## src/rtl/cpu_defs_pkg.sv

```systemverilog
// Shared encodings for the pipeline sequencing controller.
package cpu_defs;

    // PC source select encodings.
    localparam logic [1:0] PC_SEL_SEQ = 2'd0;
    localparam logic [1:0] PC_SEL_EXC = 2'd1;
    localparam logic [1:0] PC_SEL_EPC = 2'd2;

    // Tuse value meaning "operand not read".
    localparam logic [1:0] TUSE_NONE = 2'd3;

    // Exception vector the PC mux selects with PC_SEL_EXC.
    localparam logic [31:0] EXC_VECTOR = 32'h0000_4180;

    // Redirect FSM state encodings.
    localparam logic [0:0] ST_RUN  = 1'b0;
    localparam logic [0:0] ST_HOLD = 1'b1;

    // True when a producer still in flight writes src later than the consumer needs it.
    // Tuse == TUSE_NONE can never be below a 2-bit Tnew, so unused operands never stall.
    function automatic logic src_hazard(
        input logic [4:0] src,
        input logic [1:0] tuse,
        input logic       wr,
        input logic [4:0] dst,
        input logic [1:0] tnew
    );
        return wr && (dst == src) && (tuse < tnew);
    endfunction

endpackage

```

## src/rtl/md_busy_cnt.sv

```systemverilog
// Multiply/divide busy counter: loads the operation latency, counts down to zero.
module md_busy_cnt #(
    parameter int unsigned MULT_CYC = 5,
    parameter int unsigned DIV_CYC  = 10
) (
    input  logic clk_i,
    input  logic reset_i,
    input  logic load_i,
    input  logic is_div_i,
    output logic busy_o
);

    logic [3:0] cnt_q, cnt_d;

    // Next count: a new operation reloads, otherwise run down to zero.
    always_comb begin
        cnt_d = cnt_q;
        if (load_i) begin
            cnt_d = is_div_i ? 4'(DIV_CYC) : 4'(MULT_CYC);
        end else if (cnt_q != 4'd0) begin
            cnt_d = cnt_q - 4'd1;
        end
    end

    // Counter register with synchronous reset.
    always_ff @(posedge clk_i) begin
        if (reset_i) begin
            cnt_q <= 4'd0;
        end else begin
            cnt_q <= cnt_d;
        end
    end

    assign busy_o = (cnt_q != 4'd0);

endmodule

```

## src/rtl/pipe_hazard_ctrl.sv

```systemverilog
// Pipeline sequencing controller: data/MDU stalls, exception and ERET redirects.
module pipe_hazard_ctrl
    import cpu_defs::*;
#(
    parameter int unsigned MULT_CYC   = 5,
    parameter int unsigned DIV_CYC    = 10,
    parameter int unsigned REDIR_HOLD = 1
) (
    input  logic       Clk,
    input  logic       Reset,
    input  logic [4:0] D_Rs,
    input  logic [4:0] D_Rt,
    input  logic [1:0] D_TuseRs,
    input  logic [1:0] D_TuseRt,
    input  logic       D_isMD,
    input  logic       E_RegWrite,
    input  logic [4:0] E_RegDst,
    input  logic [1:0] E_Tnew,
    input  logic       M_RegWrite,
    input  logic [4:0] M_RegDst,
    input  logic [1:0] M_Tnew,
    input  logic       E_MDStart,
    input  logic       E_MDIsDiv,
    input  logic       IntReq,
    input  logic       M_Eret,
    output logic       PC_En,
    output logic       FD_En,
    output logic       FD_Clr,
    output logic       DE_Clr,
    output logic       EM_Clr,
    output logic [1:0] PC_Sel,
    output logic       MD_Busy,
    output logic       Redir
);

    logic [0:0] state_q, state_d;
    logic [1:0] hold_q, hold_d;
    logic       stall_rs, stall_rt, stall_md, stall;
    logic       redir_take;
    logic       md_load;

    // Register-operand hazards against the E and M producers; $0 never stalls.
    always_comb begin
        stall_rs = (D_Rs != 5'd0) &&
                   (src_hazard(D_Rs, D_TuseRs, E_RegWrite, E_RegDst, E_Tnew) ||
                    src_hazard(D_Rs, D_TuseRs, M_RegWrite, M_RegDst, M_Tnew));
        stall_rt = (D_Rt != 5'd0) &&
                   (src_hazard(D_Rt, D_TuseRt, E_RegWrite, E_RegDst, E_Tnew) ||
                    src_hazard(D_Rt, D_TuseRt, M_RegWrite, M_RegDst, M_Tnew));
        stall_md = D_isMD && (MD_Busy || E_MDStart);
        stall    = stall_rs || stall_rt || stall_md;
    end

    // Requests are only honoured in RUN so one event produces one redirect.
    assign redir_take = (state_q == ST_RUN) && (IntReq || M_Eret);

    // An MDU start in a redirect cycle belongs to a flushed instruction.
    assign md_load = E_MDStart && !redir_take;

    md_busy_cnt #(
        .MULT_CYC (MULT_CYC),
        .DIV_CYC  (DIV_CYC)
    ) u_md_busy_cnt (
        .clk_i    (Clk),
        .reset_i  (Reset),
        .load_i   (md_load),
        .is_div_i (E_MDIsDiv),
        .busy_o   (MD_Busy)
    );

    // Redirect FSM next state: RUN -> HOLD on a redirect, HOLD counts down back to RUN.
    always_comb begin
        state_d = state_q;
        hold_d  = hold_q;
        if (state_q == ST_RUN) begin
            if (redir_take) begin
                state_d = ST_HOLD;
                hold_d  = 2'(REDIR_HOLD - 1);
            end
        end else begin
            if (hold_q == 2'd0) begin
                state_d = ST_RUN;
            end else begin
                hold_d = hold_q - 2'd1;
            end
        end
    end

    // FSM state registers with synchronous reset.
    always_ff @(posedge Clk) begin
        if (Reset) begin
            state_q <= ST_RUN;
            hold_q  <= 2'd0;
        end else begin
            state_q <= state_d;
            hold_q  <= hold_d;
        end
    end

    // Pipeline register controls; reset forces free-running with no clears.
    always_comb begin
        PC_En  = 1'b1;
        FD_En  = 1'b1;
        FD_Clr = 1'b0;
        DE_Clr = 1'b0;
        EM_Clr = 1'b0;
        PC_Sel = PC_SEL_SEQ;
        if (!Reset) begin
            if (redir_take) begin
                PC_Sel = IntReq ? PC_SEL_EXC : PC_SEL_EPC;
                FD_Clr = 1'b1;
                DE_Clr = 1'b1;
                EM_Clr = 1'b1;
            end else if (stall) begin
                PC_En  = 1'b0;
                FD_En  = 1'b0;
                DE_Clr = 1'b1;
            end
        end
    end

    assign Redir = (state_q == ST_HOLD);

endmodule

```

## config.mk

```make
export PLATFORM = sky130hd
export DESIGN_NAME = pipe_hazard_ctrl
export DESIGN_NICKNAME = d
export VERILOG_FILES = /design/src/rtl/cpu_defs_pkg.sv /design/src/rtl/md_busy_cnt.sv /design/src/rtl/pipe_hazard_ctrl.sv
export SDC_FILE = /design/constraint.sdc
export NUM_CORES = 1
export LEC_CHECK = 0
export CAP_MARGIN = 5
export CELL_PAD_IN_SITES_DETAIL_PLACEMENT = 1
export CELL_PAD_IN_SITES_GLOBAL_PLACEMENT = 2
export CORE_MARGIN = 2
export CORE_UTILIZATION = 20
export DETAILED_ROUTE_END_ITERATION = 10
export GPL_TIMING_DRIVEN = 1
export PLACE_DENSITY = 0.8
export SKIP_LAST_GASP = 1
export SYNTH_ARGS = -nofsm -noshare
export SYNTH_HDL_FRONTEND = slang
export SYNTH_SLANG_ARGS = --single-unit
```

## constraint.sdc

```tcl
create_clock -name Clk -period 2 [get_ports Clk]
set_clock_uncertainty 0.05 [all_clocks]
set_input_delay 0.2 -clock Clk [delete_from_list [all_inputs] [get_ports Clk]]
set_output_delay 0.2 -clock Clk [all_outputs]
set_load 0.02 [all_outputs]
```

==> results of run 1 <==
## worst min path at each step
stage                         start                endpoint  cells after the start
final                     hold_q[0]               hold_q[0]                      2
after global routing      hold_q[0]               hold_q[0]                      2
after CTS                 hold_q[0]               hold_q[0]                      2
after detailed placement  hold_q[0]               hold_q[0]                      2
after global placement    hold_q[0]               hold_q[0]                      2
after floorplan           E_MDStart  u_md_busy_cnt.cnt_q[3]                      2
## logic make-up (layout without fill, tap and decap cells)
kind of cell    Yosys count  after routing  synth area share
xor+xnor                 23             23            0.2436
simple gates             34             34            0.2557
flops                     7              7            0.1694
compound gates           20             20            0.1619
buf+inv                  12             77           0.06353
fa+ha+maj                 7              7            0.1059
## cell usage after synthesis
cell,n,area (µm²)
or2b_1,5,37.54
a211oi_1,2,15.01
nor3b_1,1,7.510
o211ai_1,1,7.510
o21bai_2,1,11.26
buf_4,2,15.01
o21ai_0,3,15.01
clkbuf_1,1,3.750
xnor2_1,5,43.79
a21o_1,1,7.510
nand2_1,3,11.26
nor2_1,8,30.03
a22oi_1,1,7.510
o21a_1,1,7.510
a21oi_1,7,35.03
dfxtp_1,7,140.1
nor4_2,1,12.51
or4_1,2,15.01
nand4_1,2,12.51
inv_1,8,30.03
a31oi_2,1,12.51
nor4_4,1,21.27
a31oi_1,1,6.260
nor3_1,2,10.01
ha_1,7,87.58
nand3_1,2,10.01
xor2_1,18,157.7
and2_1,1,6.260
o2bb2ai_1,1,8.760
inv_2,1,3.750
nor4_1,2,12.51
nand2b_1,4,25.02
## through the flow
step                setup WS (ns)    util
floorplan                  0.2383       -
global placement          -0.7297  0.3660
detailed placement        -0.7791  0.3660
CTS                       0.01255  0.3822
global route              0.01937  0.3800
finish                    0.09437  0.3800
## flip-flops by register name (all words and copies together) (netlist names)
name / cells
hold_q: 2
u_md_busy_cnt.cnt_q: 4
Redir: 1
## metal layers
metal / vias up / wire (µm)
li1: 482 / -
met5: - / 0
met3: 2 / 82
met2: 14 / 1744
met1: 461 / 1244
met4: 0 / 21
## timing repair
item	in CTS	in global routing
setup endpoints to repair	3	4
gates resized for setup	55	11
pin swaps	11	10
## power by group
part / leakage (µW) / internal (µW) / switching, µW
Clock: 0.0000255 / 136 / 68.7
Sequential: 0.0000576 / 178 / 20.1
Combinational: 0.000590 / 356 / 317
Total: 0.000674 / 669 / 406
## cell type report
type | instances | share of cell area
Clock buffer | 3 | 0.02716
Clock inverter | 1 | 0.003292
Inverter | 9 | 0.02222
Multi-Input combinational cell | 84 | 0.4527
Sequential cell | 7 | 0.09218
Tap cell | 50 | 0.04115
Timing Repair Buffer | 64 | 0.3613
## worst register-to-register path, cell delays in order (launching register included)
cell and delay [ns]:
dfxtp_1 0.32, inv_1 0.06, ha_1 0.19, and2_1 0.16, buf_4 0.15, a21oi_1 0.17, nand2_1 0.08, a21oi_1 0.15
==> qor.yml, run 1 <==
outcome:
  status: "complete, no violations"
final_layout:
  antennaDiodeCount: 0
  area_growth_pct: 83.81
  fin_nets: 213
  design_area_um2: 1520
  drive_gt1_frac: 0.2738
  final_common_cell: "dlygate4sd2_1"
  multiInputGateArea_um2: 688.2
  nFillCells: 484
  seq_area_um2: 140.1
  final_cell_mix: "dlygate4sd2_1 (23), buf_4 (20), xor2_1 (17)"
  stdcell_count: 218
critical_path:
  path_cells: "dlygate4sd2_1 -> buf_4 -> xor2_1 -> nor4_2 -> a22oi_1 -> o21a_1 -> a31oi_2 -> buf_4"
  critPathRequiredTime_ns: 1.75
  cpMaxStageDelayCell: "dlygate4sd2_1"
  cp.buffers_inverters: 3
  crit_start: "D_Rt[2]"
  worstReg2RegStart: "u_md_busy_cnt.cnt_q[0]"
  critPathArrivalTime_ns: 1.66
  cp_num_cells: 8
  critical_path_class: "in -> out"
  crit_path_start_kind: "primary input"
  critPathCaptureType: "output port"
  worstRegToRegCells: 7
  path_delay_family: "buffers and inverters"
  worstSetupEndpoint: "DE_Clr"
  max_stage_delay_ns: 0.27
  r2r_end: "u_md_busy_cnt.cnt_q[3]"
  cpMostUsedCell: "buf_4"
  path_max_fanout: 3
  rrSetupSlack_ns: 0.63
drt:
  viasPerCell: 4.399
  wl_um: 3092
  wl_per_cell_um: 14.18
  drc: 0
  drt_iter0_markers: 6
  antenna_left: 0
  vias: 959
  drtPass1Iterations: 4
clock_network:
  clk_pin_slew_ns: 0.05
  h-tree-depth: 1
  clockBufferDepth: 2
  cts_made_buffers: 3
  hold_buffers: 0
  root_buffer: "clkbuf_8"
  cts_tree: "done"
  cts_setup_buffers: 0
  insertion_delay_ns: 0.23
  cts_sinks: 7
timing:
  hold_ws_ns: 0.4513
  rsz0062_at_grt: "no"
  slew_violations: 0
  post-route-min-period_ns: 1.906
  fmax_mhz: 524.8
  period_share: 0.9528
  worstMarginPinSlew_ns: 0.2847
  hold_viol: 0
  finalSetupTns_ns: 0
  setup_viol: 0
  maxSlewHeadroom: 0.8101
global_route:
  antenna_found_initial: 0
  grt_pass1_vias: 1070
  top_usage_layer: "met2"
  gr-total-overflow: 0
  track_usage: 0.1440
  grt_max_degree: 8
  use_met1: 0.1560
  use_met3: 0.02138
  met2_usage: 0.2913
  grt_pass1_wl_um: 4981
pwr:
  power_uw: 1075
  leakage_uw: 0.0006735
  ir_drop_uv: 371.4
  powerDensity_nw_per_um2: 707.1
synthesis:
  syn_inst: 103
  synth_cell_type_count: 32
  synthesis.nets: 147
  syn_area_per_cell_um2: 8.030
  ys_seq_area_frac: 0.1694
  ys_ff_latch: 7
  syn_area_um2: 827.0
  ys_warn_count: 0
floorplanning:
  die_y_um: 68.31
  die_w_um: 68.31
  boundaryPins: 46
  start_util: 0.2068
  core.rowCount: 23
  coreArea_um2: 4000
  die_area_um2: 4666
place:
  dp_hpwl_um: 2662
  io_buffers: 45
  dp_cells: 214
  globalplace.congestion: 0.8197
  postPlaceCellArea_um2: 1464
hold_path:
  worstHoldPathType: "reg -> reg"
flow_run:
  drv_cap: 0
Power figures use the tool's default switching activity.
==> run 2, diff against run 1 <==
CORE_MARGIN = 3   (was 2)
==> run 2 against run 1 <==
  * Clock power fell by 4%
  * Critical path depth rose by 1
  * Sequential power barely moved
  * Sequential cell count did not move
  * Routed wire length rose by 2.5%
  * Hold slack got worse by 0.034 ns
  * Setup slack got worse by 0.017 ns
  * Count of clock-buffer cells in the layout rose by 1
  * Power rose by 0.81%
  * Design area rose by 1.4%
  * Non-clock buffer count rose by 1
  * Critical path type unchanged
==> qor.yml, run 2 (synthesized netlist as in run 1, its figures left out) <==
final_layout:
  stdcell_count: 217  # -0.46%
  final_common_cell: "dlygate4sd2_1"
  antennaDiodeCount: 0  # unchanged
  nFillCells: 477  # -1.4%
  area_growth_pct: 86.38
  largest_reg_flops: 4  # unchanged
  multiInputGateArea_um2: 700.7  # +1.8%
  drive_gt1_frac: 0.2722  # -0.001620
  final_cell_mix: "dlygate4sd2_1 (23), buf_4 (21), xor2_1 (17)"
  top_register: "u_md_busy_cnt.cnt_q"
  fin_nets: 214  # +0.47%
  seq_area_um2: 140.1  # unchanged
clock_network:
  cts_tree: "done"
  clockBufferDepth: 2  # unchanged
  cts_setup_buffers: 0  # unchanged
  h-tree-depth: 1  # unchanged
  clk_pin_slew_ns: 0.04  # about the same
  insertion_delay_ns: 0.22  # about the same
  root_buffer: "clkbuf_8"
  cts_made_buffers: 3  # unchanged
  cts_sinks: 7  # unchanged
timing:
  fmax_mhz: 520.2  # -0.86%
  slew_violations: 0  # unchanged
  period_share: 0.9611  # +0.008309
  post-route-min-period_ns: 1.922  # +0.01662 ns
  rsz0062_at_grt: "no"
  maxSlewHeadroom: 0.8194  # +0.009341
  worstMarginPinSlew_ns: 0.2700  # -0.01473 ns
  hold_viol: 0  # unchanged
  setup_viol: 0  # unchanged
  hold_ws_ns: 0.4175  # -0.03382 ns
critical_path:
  critical_path_class: "in -> out"
  r2r_end: "u_md_busy_cnt.cnt_q[3]"
  path_max_fanout: 2  # -1
  worstReg2RegStart: "u_md_busy_cnt.cnt_q[1]"
  crit_path_start_kind: "primary input"
  critPathCaptureType: "output port"
  critPathArrivalTime_ns: 1.67  # about the same
  worstRegToRegCells: 7  # unchanged
  critPathRequiredTime_ns: 1.75  # about the same
  rrSetupSlack_ns: 0.61  # -0.02 ns
global_route:
  gr-total-overflow: 0  # unchanged
  met2_usage: 0.2391  # -0.05218
  top_usage_layer: "met2"
  grt_pass1_wl_um: 5244  # +5.3%
  use_met3: 0.02014  # -0.001238
  use_met1: 0.1645  # +0.008489
  grt_max_degree: 8  # unchanged
  track_usage: 0.1315  # -0.01248
  antenna_found_initial: 0  # unchanged
  grt_pass1_vias: 1124  # +5.0%
outcome:
  status: "complete, no violations"
place:
  io_buffers: 45  # unchanged
  dp_hpwl_um: 2818  # +5.8%
  dp_cells: 213  # -0.47%
  globalplace.congestion: 0.8197  # unchanged
flow_run:
  drv_cap: 0  # unchanged
floorplanning:
  die_w_um: 70.31  # +2.9%
  boundaryPins: 46  # unchanged
  die_y_um: 70.31  # +2.9%
  start_util: 0.2162  # +0.009398
  core.rowCount: 22  # -4.3%
  coreArea_um2: 3826  # -4.3%
  die_area_um2: 4943  # +5.9%
pwr:
  leakage_uw: 0.0006785  # +0.74%
  powerDensity_nw_per_um2: 703.0  # -0.58%
  ir_drop_uv: 248.9  # -33%
  power_uw: 1084  # +0.81%
drt:
  vias: 957  # -0.21%
  wl_um: 3169  # +2.5%
  drtPass1Iterations: 5  # +1
  wl_per_cell_um: 14.60  # +3.0%
  antenna_left: 0  # unchanged
  viasPerCell: 4.410  # +0.25%
  drc: 0  # unchanged
  drt_iter0_markers: 15  # +9
hold_path:
  worstHoldPathType: "reg -> reg"
  worstHoldStart: "hold_q[0]"
  hold_depth: 2  # unchanged
  holdPathEnd: "hold_q[0]"
==> run 2: cell types whose count changed in the layout (fill, tap and decap cells not counted), sizes merged <==
cell / before / now
buf: 22 / 24
clkbuf: 7 / 6
clkdlybuf4s15: 0 / 1
clkinv: 1 / 0
==> run 2: worst max path at each step <==
stage                      from  endpoint
floorplan             E_Tnew[1]     PC_En
global placement      M_Tnew[1]    DE_Clr
detailed placement    M_Tnew[1]    DE_Clr
CTS                 E_RegDst[1]     FD_En
global route          M_Tnew[1]    DE_Clr
finish                M_Tnew[1]     PC_En
==> run 2: metrics by stage <==
stage | setup TNS, ns | instance area, µm² | setup slack [ns] | util
after floorplan | 0 | 827.0 | 0.2383 | -
after global placement | -2.269 | 1469 | -0.8068 | 0.3839
after detailed placement | -2.334 | 1469 | -0.8371 | 0.3839
after CTS | 0 | 1521 | 0.003257 | 0.3976
after global routing | 0 | 1541 | 0.0004365 | 0.4029
final | 0 | 1541 | 0.07775 | 0.4029
==> run 2: cell type report <==
class | instances | area share
clock buffers | 4 | 0.02922
well taps | 48 | 0.03896
inverters | 9 | 0.02192
multi-input cells | 84 | 0.4545
repair buffers | 65 | 0.3644
flip-flops and latches | 7 | 0.09091
==> run 2: worst max-delay path: stages <==
cell and delay [ns]:
dlygate4sd2_1 0.21, inv_2 0.04, ha_1 0.16, or2b_1 0.25, nor4_4 0.17, nand4_1 0.14, o2bb2ai_2 0.15, a21o_1 0.21
buf_6 0.14
==> run 2: where the power goes <==
group | leakage (µW) | switching [µW] | internal [µW]
Combinational | 0.000598 | 329 | 361
Sequential | 0.0000576 | 20.7 | 178
Clock | 0.0000228 | 57.3 | 138
Total | 0.000678 | 407 | 676
==> run 2: per-layer routing <==
layer	share of wire	routed length [µm]
met1	0.44	1399
met5	0	0
met2	0.53	1691
met4	0	0
met3	0.025	78
==> run 2: what timing repair did <==
action | CTS | global route
hold buffers | 0 | 0
resized for setup | 53 | 16
setup endpoints to repair | 3 | 4
pin swaps | 13 | 9
==> run 3, diff against run 2 <==
CELL_PAD_IN_SITES_DETAIL_PLACEMENT = 0   (was 1)
CELL_PAD_IN_SITES_GLOBAL_PLACEMENT = 1   (was 2)
CORE_UTILIZATION = 26   (was 20)
clock period = 2.1 ns   (was 2 ns; I/O delays follow)
==> run 3 against run 2 <==
  * Power shrank 18%
  * Global-route usage rose by 0.89 points
  * Sequential cell count unchanged
  * Core utilization increased by 12 points
  * Hold slack gained 0.019 ns
  * Register-to-register slack better by 0.18 ns
  * First-iteration DRC count grew 20%
  * Clock power down 36%
  * Cell count decreased by 5.1%
  * Critical path depth down 3
  * Highest routed layer unchanged
==> qor.yml, run 3 (synthesized netlist as in run 1, its figures left out) <==
outcome:
  status: "complete, no violations"
clock_network:
  cts_made_buffers: 3  # unchanged
  insertion_delay_ns: 0.25  # +0.03 ns
  cts_tree: "done"
  cts_sinks: 7  # unchanged
  root_buffer: "clkbuf_4"
  hold_buffers: 0  # unchanged
  clockBufferDepth: 2  # unchanged
  cts_setup_buffers: 0  # unchanged
  h-tree-depth: 1  # unchanged
  clk_pin_slew_ns: 0.05  # about the same
place:
  dp_hpwl_um: 2257  # -20%
  globalplace.congestion: 0.8445  # +3.0%
  pre_cts_slack_ns: -0.6702  # +0.1669 ns
  postPlaceCellArea_um2: 1424  # -3.1%
  io_buffers: 45  # unchanged
floorplanning:
  coreArea_um2: 2900  # -24%
  die_w_um: 62.40  # -11%
  die_y_um: 62.40  # -11%
  die_area_um2: 3894  # -21%
  core.rowCount: 19  # -14%
  start_util: 0.2852  # +0.06901
  boundaryPins: 46  # unchanged
drt:
  viasPerCell: 4.529  # +2.7%
  antenna_left: 0  # unchanged
  wl_per_cell_um: 13.08  # -10%
  wl_um: 2695  # -15%
  vias: 933  # -2.5%
  drtPass1Iterations: 4  # -1
  drt_iter0_markers: 18  # +3
  drc: 0  # unchanged
global_route:
  grt_max_degree: 10  # +2
  gr-total-overflow: 0  # unchanged
  grt_pass1_vias: 1033  # -8.1%
  track_usage: 0.1404  # +0.008942
  grt_pass1_wl_um: 4457  # -15%
  antenna_found_initial: 0  # unchanged
timing:
  period_share: 0.9641
  fmax_mhz: 493.9
  maxSlewHeadroom: 0.7737  # -0.04573
  post-route-min-period_ns: 2.025
  worstMarginPinSlew_ns: 0.3384  # +0.06845 ns
  setup_slack_ns: 0.07542  # -0.002330 ns
  slew_violations: 0  # unchanged
  setup_viol: 0  # unchanged
  rsz0062_at_grt: "no"
  hold_viol: 0  # unchanged
final_layout:
  final_common_cell: "clkdlybuf4s50_1"
  fin_nets: 209  # -2.3%
  design_area_um2: 1509  # -2.1%
  nFillCells: 284  # -40%
  final_cell_mix: "clkdlybuf4s50_1 (19), buf_4 (18), xor2_1 (17)"
  largest_reg_flops: 4  # unchanged
  drive_gt1_frac: 0.2378  # -0.03438
  top_register: "u_md_busy_cnt.cnt_q"
  area_growth_pct: 82.45
  antennaDiodeCount: 0  # unchanged
critical_path:
  cp.buffers_inverters: 2  # -1
  cpMaxStageDelayCell: "or4_1"
  crit_path_start_kind: "primary input"
  critical_path_class: "in -> out"
  critPathArrivalTime_ns: 1.76  # +0.09 ns
  path_cells: "clkdlybuf4s50_1 -> or4_1 -> nor2_1 -> o21a_1 -> a21o_1 -> buf_4"
  critPathCaptureType: "output port"
  max_stage_delay_ns: 0.50  # +0.25 ns
  path_max_fanout: 3  # +1
  path_delay_family: "buffers and inverters"
  critPathRequiredTime_ns: 1.84  # +0.09 ns
pwr:
  power_frac_comb: 0.646  # +0.009
  p_seq_frac: 0.214  # +0.030
  p_sw_frac: 0.3818  # +0.005971
  ir_drop_uv: 319.8  # +28%
  p_clk_frac: 0.140  # -0.040
  p_int_uw: 551.2  # -19%
  leakage_uw: 0.0007345  # +8.3%
  power_switching_uw: 340.5  # -16%
  powerDensity_nw_per_um2: 590.9  # -16%
  power_uw: 891.7  # -18%
flow_run:
  drv_cap: 0  # unchanged
hold_path:
  worstHoldPathType: "reg -> reg"
-- run 3: worst paths after layout --
check	start	to	slack, ns	depth (start not counted)
setup / recovery	D_Rt[3]	FD_En	0.08	6
hold / removal	hold_q[0]	hold_q[0]	0.44	2
setup reg to reg	u_md_busy_cnt.cnt_q[0]	u_md_busy_cnt.cnt_q[0]	0.79	7
hold reg to reg	hold_q[0]	hold_q[0]	0.44	2
-- run 3: routing by layer --
metal  up-vias  GRT usage  share of wire
li1        476          -              -
met1       432     0.1694           0.41
met2        25     0.2477           0.54
met3         0    0.03058          0.048
met4         0    0.04132              0
met5         -          0              0
-- run 3: layout make-up --
| cell class | count | area (µm²) | area share |
|---|---|---|---|
| clock buffer | 4 | 26.28 | 0.01741 |
| inverter | 9 | 33.78 | 0.02239 |
| multi-input combinational | 84 | 678.2 | 0.4494 |
| sequential | 7 | 140.1 | 0.09287 |
| tap | 42 | 52.55 | 0.03483 |
| timing repair buffer | 60 | 578.1 | 0.3831 |
-- run 3: what timing repair did --
| action | 4_1_cts | 5_1_grt |
|---|---|---|
| setup endpoints to repair | 3 | 3 |
| pin swaps | 12 | 10 |
| resized for setup | 29 | 26 |
-- run 3: through the flow --
step	std cells	setup TNS [ns]	util	hold slack, ns
floorplan	103	0	-	0.3308
global placement	202	-1.727	0.4909	0.4011
detailed placement	202	-1.842	0.4909	0.4270
CTS	206	0	0.5026	0.4347
global route	206	0	0.5203	0.4543
finish	206	0	0.5203	0.4367
-- run 3: worst min-delay path: stages, from the launching register on --
cell	delay [ns]
dfxtp_1	0.31
nand3_1	0.07
a21oi_1	0.06
-- run 3: power by group through the flow --
stage	clock network, µW	registers, µW	logic [µW]
4_1_cts	134	191	583
3_3_place_gp	0	194	572
5_1_grt	142	197	644
2_1_floorplan	0	196	301
6_report	125	191	576
3_5_place_dp	0	194	578
